File: src/rtl/time_set_ctrl_pkg.sv
// Shared definitions for the time-setting front end: FSM states, field codes
// and the wrap limits of the editable time fields.
package time_set_ctrl_pkg;

  typedef enum logic [2:0] {
    ST_IDLE    = 3'd0,
    ST_SET_HR  = 3'd1,
    ST_SET_MIN = 3'd2,
    ST_SET_SEC = 3'd3,
    ST_COMMIT  = 3'd4
  } state_e;

  localparam logic [1:0] FIELD_NONE = 2'd0;
  localparam logic [1:0] FIELD_HR   = 2'd1;
  localparam logic [1:0] FIELD_MIN  = 2'd2;
  localparam logic [1:0] FIELD_SEC  = 2'd3;

  localparam logic [4:0] HOUR_MAX   = 5'd23;
  localparam logic [5:0] MINSEC_MAX = 6'd59;

  // Increment with wrap to zero once the field limit is reached.
  function automatic logic [5:0] wrap_inc(input logic [5:0] v, input logic [5:0] max);
    return (v >= max) ? 6'd0 : v + 6'd1;
  endfunction

endpackage

File: src/rtl/time_set_ctrl_btn_debounce.sv
// Push-button conditioner: 2-flop synchronizer, stability counter, accepted
// level and a one-cycle press pulse on each accepted 1-to-0 change.
// press_o is a single-cycle strobe with no back-pressure: the consumer must
// act on it in the cycle it is high, otherwise the press is lost.
module btn_debounce #(
  parameter int DEBOUNCE_CYCLES = 500000
) (
  input  logic clk,
  input  logic rst,
  input  logic btn_raw_i,
  output logic press_o
);

  localparam int CW = (DEBOUNCE_CYCLES > 1) ? $clog2(DEBOUNCE_CYCLES + 1) : 1;
  localparam logic [CW-1:0] CNT_LAST = CW'(DEBOUNCE_CYCLES - 1);

  logic          sync1_q, sync2_q;
  logic          level_q, level_d;
  logic          level_dly_q;
  logic          press_q;
  logic [CW-1:0] cnt_q, cnt_d;

  // Count cycles the synchronized level has disagreed with the accepted level.
  always_comb begin
    cnt_d   = '0;
    level_d = level_q;
    if (sync2_q != level_q) begin
      if (cnt_q == CNT_LAST) begin
        level_d = sync2_q;
      end else begin
        cnt_d = cnt_q + CW'(1);
      end
    end
  end

  // Synchronizer, counter, accepted level and registered press pulse.
  always_ff @(posedge clk or posedge rst) begin
    if (rst) begin
      sync1_q     <= 1'b1;
      sync2_q     <= 1'b1;
      level_q     <= 1'b1;
      level_dly_q <= 1'b1;
      cnt_q       <= '0;
      press_q     <= 1'b0;
    end else begin
      sync1_q     <= btn_raw_i;
      sync2_q     <= sync1_q;
      level_q     <= level_d;
      level_dly_q <= level_q;
      cnt_q       <= cnt_d;
      press_q     <= level_dly_q & ~level_q;
    end
  end

  assign press_o = press_q;

endmodule

File: src/rtl/time_set_ctrl.sv
// Time-setting controller: captures the running time on switch rise, edits
// hour/minute/second field by field, and issues a one-cycle load on switch fall.
module time_set_ctrl
  import time_set_ctrl_pkg::*;
#(
  parameter int DEBOUNCE_CYCLES = 500000,
  parameter int BLINK_CYCLES    = 12500000
) (
  input  logic       clk,
  input  logic       rst,
  input  logic       slideSwitch,
  input  logic       btnNext,
  input  logic       btnInc,
  input  logic [4:0] curHour,
  input  logic [5:0] curMin,
  input  logic [5:0] curSec,
  output logic       setActive,
  output logic [1:0] selField,
  output logic [4:0] editHour,
  output logic [5:0] editMin,
  output logic [5:0] editSec,
  output logic       blinkOn,
  output logic       loadEn,
  output logic [4:0] loadHour,
  output logic [5:0] loadMin,
  output logic [5:0] loadSec,
  output logic [2:0] dbgState
);

  localparam int BW = (BLINK_CYCLES > 1) ? $clog2(BLINK_CYCLES + 1) : 1;
  localparam logic [BW-1:0] BLINK_LAST = BW'(BLINK_CYCLES - 1);

  state_e        state_q, state_d;
  logic [4:0]    edit_hr_q, edit_hr_d;
  logic [5:0]    edit_min_q, edit_min_d;
  logic [5:0]    edit_sec_q, edit_sec_d;
  logic [BW-1:0] blink_cnt_q, blink_cnt_d;
  logic          blink_q, blink_d;
  logic          pend_q, pend_d;
  logic          sw_s1_q, sw_s2_q, sw_prev_q;
  logic [1:0]    warm_q;
  logic          sw_rise, sw_fall;
  logic          inc_press, next_press;

  btn_debounce #(.DEBOUNCE_CYCLES(DEBOUNCE_CYCLES)) u_db_inc (
    .clk      (clk),
    .rst      (rst),
    .btn_raw_i(btnInc),
    .press_o  (inc_press)
  );

  btn_debounce #(.DEBOUNCE_CYCLES(DEBOUNCE_CYCLES)) u_db_next (
    .clk      (clk),
    .rst      (rst),
    .btn_raw_i(btnNext),
    .press_o  (next_press)
  );

  // Switch synchronizer and edge history. The synchronizer holds no real
  // sample for two edges after reset, so the edge history is pinned high until
  // then: a switch left on across reset must not look like a fresh rise.
  always_ff @(posedge clk or posedge rst) begin
    if (rst) begin
      sw_s1_q   <= 1'b0;
      sw_s2_q   <= 1'b0;
      sw_prev_q <= 1'b1;
      warm_q    <= 2'b00;
    end else begin
      sw_s1_q   <= slideSwitch;
      sw_s2_q   <= sw_s1_q;
      sw_prev_q <= warm_q[1] ? sw_s2_q : 1'b1;
      warm_q    <= {warm_q[0], 1'b1};
    end
  end

  assign sw_rise = sw_s2_q & ~sw_prev_q;
  assign sw_fall = ~sw_s2_q & sw_prev_q;

  // Next-state and edit-field logic; switch fall outranks any press.
  always_comb begin
    state_d    = state_q;
    edit_hr_d  = edit_hr_q;
    edit_min_d = edit_min_q;
    edit_sec_d = edit_sec_q;
    pend_d     = 1'b0;
    case (state_q)
      ST_IDLE: begin
        if (sw_rise || pend_q) begin
          state_d    = ST_SET_HR;
          edit_hr_d  = curHour;
          edit_min_d = curMin;
          edit_sec_d = curSec;
        end
      end
      ST_SET_HR, ST_SET_MIN, ST_SET_SEC: begin
        if (sw_fall) begin
          state_d = ST_COMMIT;
        end else begin
          if (inc_press) begin
            case (state_q)
              ST_SET_HR:  edit_hr_d  = 5'(wrap_inc({1'b0, edit_hr_q}, {1'b0, HOUR_MAX}));
              ST_SET_MIN: edit_min_d = wrap_inc(edit_min_q, MINSEC_MAX);
              default:    edit_sec_d = wrap_inc(edit_sec_q, MINSEC_MAX);
            endcase
          end
          if (next_press) begin
            case (state_q)
              ST_SET_HR:  state_d = ST_SET_MIN;
              ST_SET_MIN: state_d = ST_SET_SEC;
              default:    state_d = ST_SET_HR;
            endcase
          end
        end
      end
      ST_COMMIT: begin
        state_d = ST_IDLE;
        pend_d  = sw_rise;  // rise during COMMIT is replayed from IDLE
      end
      default: state_d = ST_IDLE;
    endcase
  end

  // Blink timer: runs only while a field is being edited, restarts visible.
  always_comb begin
    blink_cnt_d = '0;
    blink_d     = 1'b1;
    if ((state_d inside {ST_SET_HR, ST_SET_MIN, ST_SET_SEC}) && (state_d == state_q)) begin
      if (blink_cnt_q == BLINK_LAST) begin
        blink_d = ~blink_q;
      end else begin
        blink_cnt_d = blink_cnt_q + BW'(1);
        blink_d     = blink_q;
      end
    end
  end

  // State, edit and blink registers.
  always_ff @(posedge clk or posedge rst) begin
    if (rst) begin
      state_q     <= ST_IDLE;
      edit_hr_q   <= '0;
      edit_min_q  <= '0;
      edit_sec_q  <= '0;
      blink_cnt_q <= '0;
      blink_q     <= 1'b1;
      pend_q      <= 1'b0;
    end else begin
      state_q     <= state_d;
      edit_hr_q   <= edit_hr_d;
      edit_min_q  <= edit_min_d;
      edit_sec_q  <= edit_sec_d;
      blink_cnt_q <= blink_cnt_d;
      blink_q     <= blink_d;
      pend_q      <= pend_d;
    end
  end

  // Field selector decoded from the current state.
  always_comb begin
    selField = FIELD_NONE;
    case (state_q)
      ST_SET_HR:  selField = FIELD_HR;
      ST_SET_MIN: selField = FIELD_MIN;
      ST_SET_SEC: selField = FIELD_SEC;
      default:    selField = FIELD_NONE;
    endcase
  end

  assign setActive = state_q inside {ST_SET_HR, ST_SET_MIN, ST_SET_SEC};
  assign loadEn    = (state_q == ST_COMMIT);
  assign editHour  = edit_hr_q;
  assign editMin   = edit_min_q;
  assign editSec   = edit_sec_q;
  assign loadHour  = edit_hr_q;
  assign loadMin   = edit_min_q;
  assign loadSec   = edit_sec_q;
  assign blinkOn   = blink_q;
  assign dbgState  = state_q;

endmodule
File: config.mk
export PLATFORM = sky130hd
export DESIGN_NAME = time_set_ctrl
export DESIGN_NICKNAME = d
export VERILOG_FILES = /design/src/rtl/time_set_ctrl_pkg.sv /design/src/rtl/time_set_ctrl_btn_debounce.sv /design/src/rtl/time_set_ctrl.sv
export SDC_FILE = /design/constraint.sdc
export NUM_CORES = 1
export LEC_CHECK = 0
export BUFFER_PORTS_ARGS = -buffer_cell sky130_fd_sc_hd__buf_4
export CAP_MARGIN = 25
export CORE_MARGIN = 2
export CORE_UTILIZATION = 56
export CTS_BUF_LIST = sky130_fd_sc_hd__clkbuf_4 sky130_fd_sc_hd__clkbuf_8 sky130_fd_sc_hd__clkbuf_16
export DETAILED_ROUTE_END_ITERATION = 8
export MAX_ROUTING_LAYER = met4
export PLACE_DENSITY_LB_ADDON = 0.1
export SLEW_MARGIN = 20
export SYNTH_ARGS = -nofsm -noshare
export SYNTH_HDL_FRONTEND = slang
export SYNTH_SLANG_ARGS = --single-unit
File: constraint.sdc
create_clock -name clk -period 7.8 [get_ports clk]
set_input_delay 1.56 -clock clk [delete_from_list [all_inputs] [get_ports clk]]
set_output_delay 1.56 -clock clk [all_outputs]
set_load 0.05 [all_outputs]
==> metrics.log <==
INFO  metric run_status = completed
INFO  metric routed_wl = 8910 µm
INFO  metric finClkSkew = 15.6 ps
INFO  metric critPathBufInv = 3
INFO  metric final_critical_path_setup_slack = approximately 4400 ps
INFO  metric seq_area = ~2500 µm²
INFO  metric synth.yosys.warnings = 0
INFO  metric total_congestion_overflow_after_global_routing = 0
INFO  metric finalWorstPathRequiredPeriod = 3410 ps
INFO  metric worst_path_dominant_cell_family = buffers and inverters
INFO  metric cts_htree_levels = 3
INFO  metric met3WireLength = 328 µm
INFO  metric timing.fmax = roughly 0.29 GHz
INFO  metric transition_time_at_the_pin_with_the_least_slew_margin = 877 ps
INFO  metric synthesis.instances = between 500 and 600
INFO  metric slew_violations = 0
INFO  metric first_global_vias = 3524
INFO  metric static_leak = 2.44 nW
INFO  metric io_pins = between 60 and 70
INFO  metric cts.hold.buffers_added = 0
INFO  metric cts_made_buffers = 9
INFO  metric row_count = 34
INFO  metric max_stage_delay = just under 500 ps
INFO  metric die-height = 97.9 µm
INFO  metric met1_length = 4260 µm
INFO  metric critical_path.slowest_cell = sky130_fd_sc_hd__dfrtp_1
INFO  metric met2_wirelength = 4180 µm
INFO  metric critPathLaunchType = flip-flop
INFO  metric synth_largest_area_cell = sky130_fd_sc_hd__dfrtp_1
INFO  metric drive_above_1_share = 0.181
INFO  metric power.ir.vdd_worst = between 0.1 and 0.15 mV
INFO  metric synth-main-ff-cell = sky130_fd_sc_hd__dfrtp_1
INFO  metric final-setup-viol-count = 0
INFO  metric area_share_of_the_leading_cell_type_in_the_synthesized_netlist = 0.451
INFO  metric design.core.area = 8640 µm²
INFO  metric cts_resized = 0
INFO  metric vias = between 3000 and 4000
INFO  metric wire_length_per_cell_after_detailed_routing = 13.4 µm
INFO  metric area_of_the_multi_input_gates = 2180 µm²
INFO  metric portBuffers = between 60 and 70
INFO  metric cts-root-buf = sky130_fd_sc_hd__clkbuf_8
INFO  metric clk_pin_slew = 100 ps
INFO  metric post_synthesis_instance_area = 4930 µm²
INFO  metric synth.lib_cells_used.distinct = 51
INFO  metric die_w = 97.9 µm
INFO  metric top_area_cells_in_the_synthesized_netlist = sky130_fd_sc_hd__dfrtp_1 (45%), sky130_fd_sc_hd__nor2_1 (6.1%), sky130_fd_sc_hd__xor2_1 (6.0%)
INFO  metric drc = 0
INFO  metric min-delay-path-class = flip-flop to flip-flop
INFO  metric synth-async-reset-ratio = 1.00
INFO  metric syn_to_final_growth = 12.7%
INFO  metric via_per_inst = roughly 5.5
INFO  metric slew_headroom = 0.416
INFO  metric syn_avg_cell_area = 9.73 µm²
INFO  metric synth_sequential_area_ratio = 0.505
INFO  metric endpoint_kind = primary output
INFO  metric clockBufferDepth = 2
INFO  metric synth_seq_cells = 99
INFO  metric global_route.usage.total = 0.203
INFO  metric post-route-cell-area = 5560 µm²
INFO  metric cp_data_arrival_time = 1850 ps
INFO  metric postPlaceCellArea = 5350 µm²
INFO  metric cp_max_fo = 22
INFO  metric critical_path.most_common_cell = sky130_fd_sc_hd__buf_4
INFO  metric post-cts-setup-buffers = 0
INFO  metric layout.filler_cells = ~700
INFO  metric totalNegativeSetupSlack = 0 ps
INFO  metric cts.sinks = 99
INFO  metric first_pass_iteration_count_of_the_detailed_router = 5
INFO  metric final_util = 0.644
INFO  metric detailedRoute.firstIterationViolations = 121
INFO  metric largest_net_degree_at_the_start_of_global_routing = 85
INFO  metric dpl_worst_slack = around 4800 ps
INFO  metric critPathRequiredTime = roughly 6200 ps
INFO  metric die_area = 9580 µm²
INFO  metric initial_core_util = 0.571
INFO  metric clock_latency = 370 ps
INFO  metric gp_congestion = 0.821
INFO  metric grt_antenna_before_repair = 0
INFO  metric cp_cell_sequence = o21bai_1 > buf_4 > clkinv_1 > buf_4
INFO  metric rsz0062_at_grt = no
INFO  metric post_route_ant_nets = 0
INFO  metric tritoncts_clock_tree = done
INFO  metric design.final.nets = 581
INFO  metric synth_nets = ~540
INFO  metric synth-edff-count = 0
INFO  metric path_class = flip-flop to primary output
INFO  metric final_hold_viol_count = 0
INFO  metric cap_viol_max_count = 0
INFO  metric grt_first_pass_wirelength = 15800 µm
INFO  metric place_hpwl = 6190 µm
INFO  metric antenna_cells_inserted = 0
INFO  metric route.top_layer_used = met4
INFO  metric layout_worst_path_cycle_share = 0.438
INFO  metric p_per_area = 270 nW/µm²
## synthesized netlist by cell type, types with 2 or more instances
| cell | instances |
|---|---|
| sky130_fd_sc_hd__o31ai_1 | 2 |
| sky130_fd_sc_hd__nand4_1 | 14 |
| sky130_fd_sc_hd__o21ai_0 | 22 |
| sky130_fd_sc_hd__xnor2_1 | 22 |
| sky130_fd_sc_hd__dfstp_2 | 10 |
| sky130_fd_sc_hd__or3_1 | 4 |
| sky130_fd_sc_hd__nand2b_1 | 6 |
| sky130_fd_sc_hd__nor2b_1 | 4 |
| sky130_fd_sc_hd__nor4_4 | 2 |
| sky130_fd_sc_hd__buf_2 | 4 |
| sky130_fd_sc_hd__a31oi_1 | 4 |
| sky130_fd_sc_hd__or2_1 | 2 |
| sky130_fd_sc_hd__o2111ai_1 | 2 |
| sky130_fd_sc_hd__clkbuf_1 | 3 |
| sky130_fd_sc_hd__nand3_1 | 41 |
| sky130_fd_sc_hd__nor2_1 | 80 |
| sky130_fd_sc_hd__mux2_2 | 2 |
| sky130_fd_sc_hd__buf_4 | 20 |
| sky130_fd_sc_hd__a22o_1 | 4 |
| sky130_fd_sc_hd__dfrtp_1 | 89 |
| sky130_fd_sc_hd__and4_1 | 4 |
| sky130_fd_sc_hd__inv_1 | 12 |
| sky130_fd_sc_hd__buf_6 | 3 |
| sky130_fd_sc_hd__a21oi_1 | 20 |
| sky130_fd_sc_hd__and3_1 | 8 |
| sky130_fd_sc_hd__nand2_1 | 40 |
| sky130_fd_sc_hd__ha_1 | 6 |
| sky130_fd_sc_hd__nor4b_1 | 4 |
| sky130_fd_sc_hd__nor4_2 | 2 |
| sky130_fd_sc_hd__nor4_1 | 3 |
| sky130_fd_sc_hd__xor2_1 | 34 |
| sky130_fd_sc_hd__nor3_1 | 13 |
| sky130_fd_sc_hd__a22oi_1 | 3 |
## flip-flops by register name (all words and copies together) (netlist names)
name,count
pend_q,1
u_db_inc.level_dly_q,1
u_db_next.sync1_q,1
editMin,6
editSec,6
u_db_inc.cnt_q,19
sw_s2_q,1
sw_prev_q,1
u_db_inc.level_q,1
blinkOn,1
u_db_inc.sync2_q,1
warm_q,2
u_db_next.level_q,1
u_db_next.level_dly_q,1
u_db_next.sync2_q,1
u_db_inc.sync1_q,1
sw_s1_q,1
u_db_next.press_o,1
blink_cnt_q,24
editHour,5
dbgState,3
u_db_inc.press_o,1
u_db_next.cnt_q,19
## layer usage
| layer | vias up | global-route usage |
|---|---|---|
| li1 | 1825 | - |
| met1 | 1760 | 0.268 |
| met2 | 72 | 0.316 |
| met3 | 11 | 0.0451 |
| met4 | 0 | 0.0620 |
| met5 | - | - |
## layout make-up
| cell class | count | share of cell area |
|---|---|---|
| clock buffers | 10 | 0.0236 |
| clock inverters | 6 | 0.0148 |
| inverters | 13 | 0.00922 |
| multi-input cells | 365 | 0.392 |
| flip-flops and latches | 99 | 0.448 |
| well taps | 108 | 0.0243 |
| repair buffers | 65 | 0.0884 |
## logic make-up after synthesis
group,count (synthesis),share of synthesized area
AND/OR/NAND/NOR,235,0.243
flip-flops,99,0.505
AO/OA/AOI/OAI,64,0.0771
XOR/XNOR,56,0.0994
buffers and inverters,43,0.0535
adder cells (fa/ha/maj),6,0.0152
multiplexers,3,0.00659
other,1,0.000760
## power breakdown
part           total, mW  switching, mW  internal (mW)
clock network      0.348          0.188          0.159
logic              0.532          0.379          0.153
registers          0.621         0.0655          0.556
## layout by cell type, fill, tap and decap left out, types with 2 or more instances in the layout
cell type,n
sky130_fd_sc_hd__a21oi_1,20
sky130_fd_sc_hd__a22o_1,4
sky130_fd_sc_hd__a22oi_1,3
sky130_fd_sc_hd__a31oi_1,4
sky130_fd_sc_hd__and3_1,8
sky130_fd_sc_hd__and4_1,4
sky130_fd_sc_hd__buf_4,64
sky130_fd_sc_hd__clkbuf_8,9
sky130_fd_sc_hd__dfrtp_1,89
sky130_fd_sc_hd__dfstp_2,10
sky130_fd_sc_hd__ha_1,6
sky130_fd_sc_hd__inv_1,11
sky130_fd_sc_hd__inv_6,2
sky130_fd_sc_hd__mux2_2,2
sky130_fd_sc_hd__nand2_1,40
sky130_fd_sc_hd__nand2b_1,6
sky130_fd_sc_hd__nand3_1,41
sky130_fd_sc_hd__nand4_1,14
sky130_fd_sc_hd__nor2_1,80
sky130_fd_sc_hd__nor2b_1,4
sky130_fd_sc_hd__nor3_1,13
sky130_fd_sc_hd__nor4_1,3
sky130_fd_sc_hd__nor4_2,2
sky130_fd_sc_hd__nor4_4,2
sky130_fd_sc_hd__nor4b_1,4
sky130_fd_sc_hd__o2111ai_1,2
sky130_fd_sc_hd__o21ai_0,22
sky130_fd_sc_hd__o31ai_1,2
sky130_fd_sc_hd__or2_1,2
sky130_fd_sc_hd__or3_1,4
sky130_fd_sc_hd__xnor2_1,22
sky130_fd_sc_hd__xor2_1,34
## through the flow
step                instances  power [mW]  hold WS, ps
global route              666        1.57          365
CTS                       666        1.51          362
floorplan                 507        1.05          331
detailed placement        650        1.16          343
global placement          650        1.16          334
finish                    666        1.50          361
## worst paths after layout
kind                                        startpoint                       endpoint  slack [ps]  cells after the start
setup / recovery                 dbgState[1]$_DFF_PP0_                      setActive        4390                      4
setup reg to reg              blink_cnt_q[0]$_DFF_PP0_      blink_cnt_q[11]$_DFF_PP0_        5490                      5
max in group asynchronous                          rst  u_db_next.cnt_q[16]$_DFF_PP0_        5700                      3
hold reg to reg            u_db_next.sync1_q$_DFF_PP1_    u_db_next.sync2_q$_DFF_PP1_         360                      0
min in group asynchronous                          rst       blink_cnt_q[8]$_DFF_PP0_        1110                      2
hold / removal             u_db_next.sync1_q$_DFF_PP1_    u_db_next.sync2_q$_DFF_PP1_         360                      0
## worst reg2reg max path: stages (launching register included)
cell and delay, ps:
sky130_fd_sc_hd__dfrtp_1 420, sky130_fd_sc_hd__ha_1 270, sky130_fd_sc_hd__nand4_4 170, sky130_fd_sc_hd__nor4_1 420, sky130_fd_sc_hd__nand2b_1 740, sky130_fd_sc_hd__nor2_1 130
(Power assumes the default switching activity.)
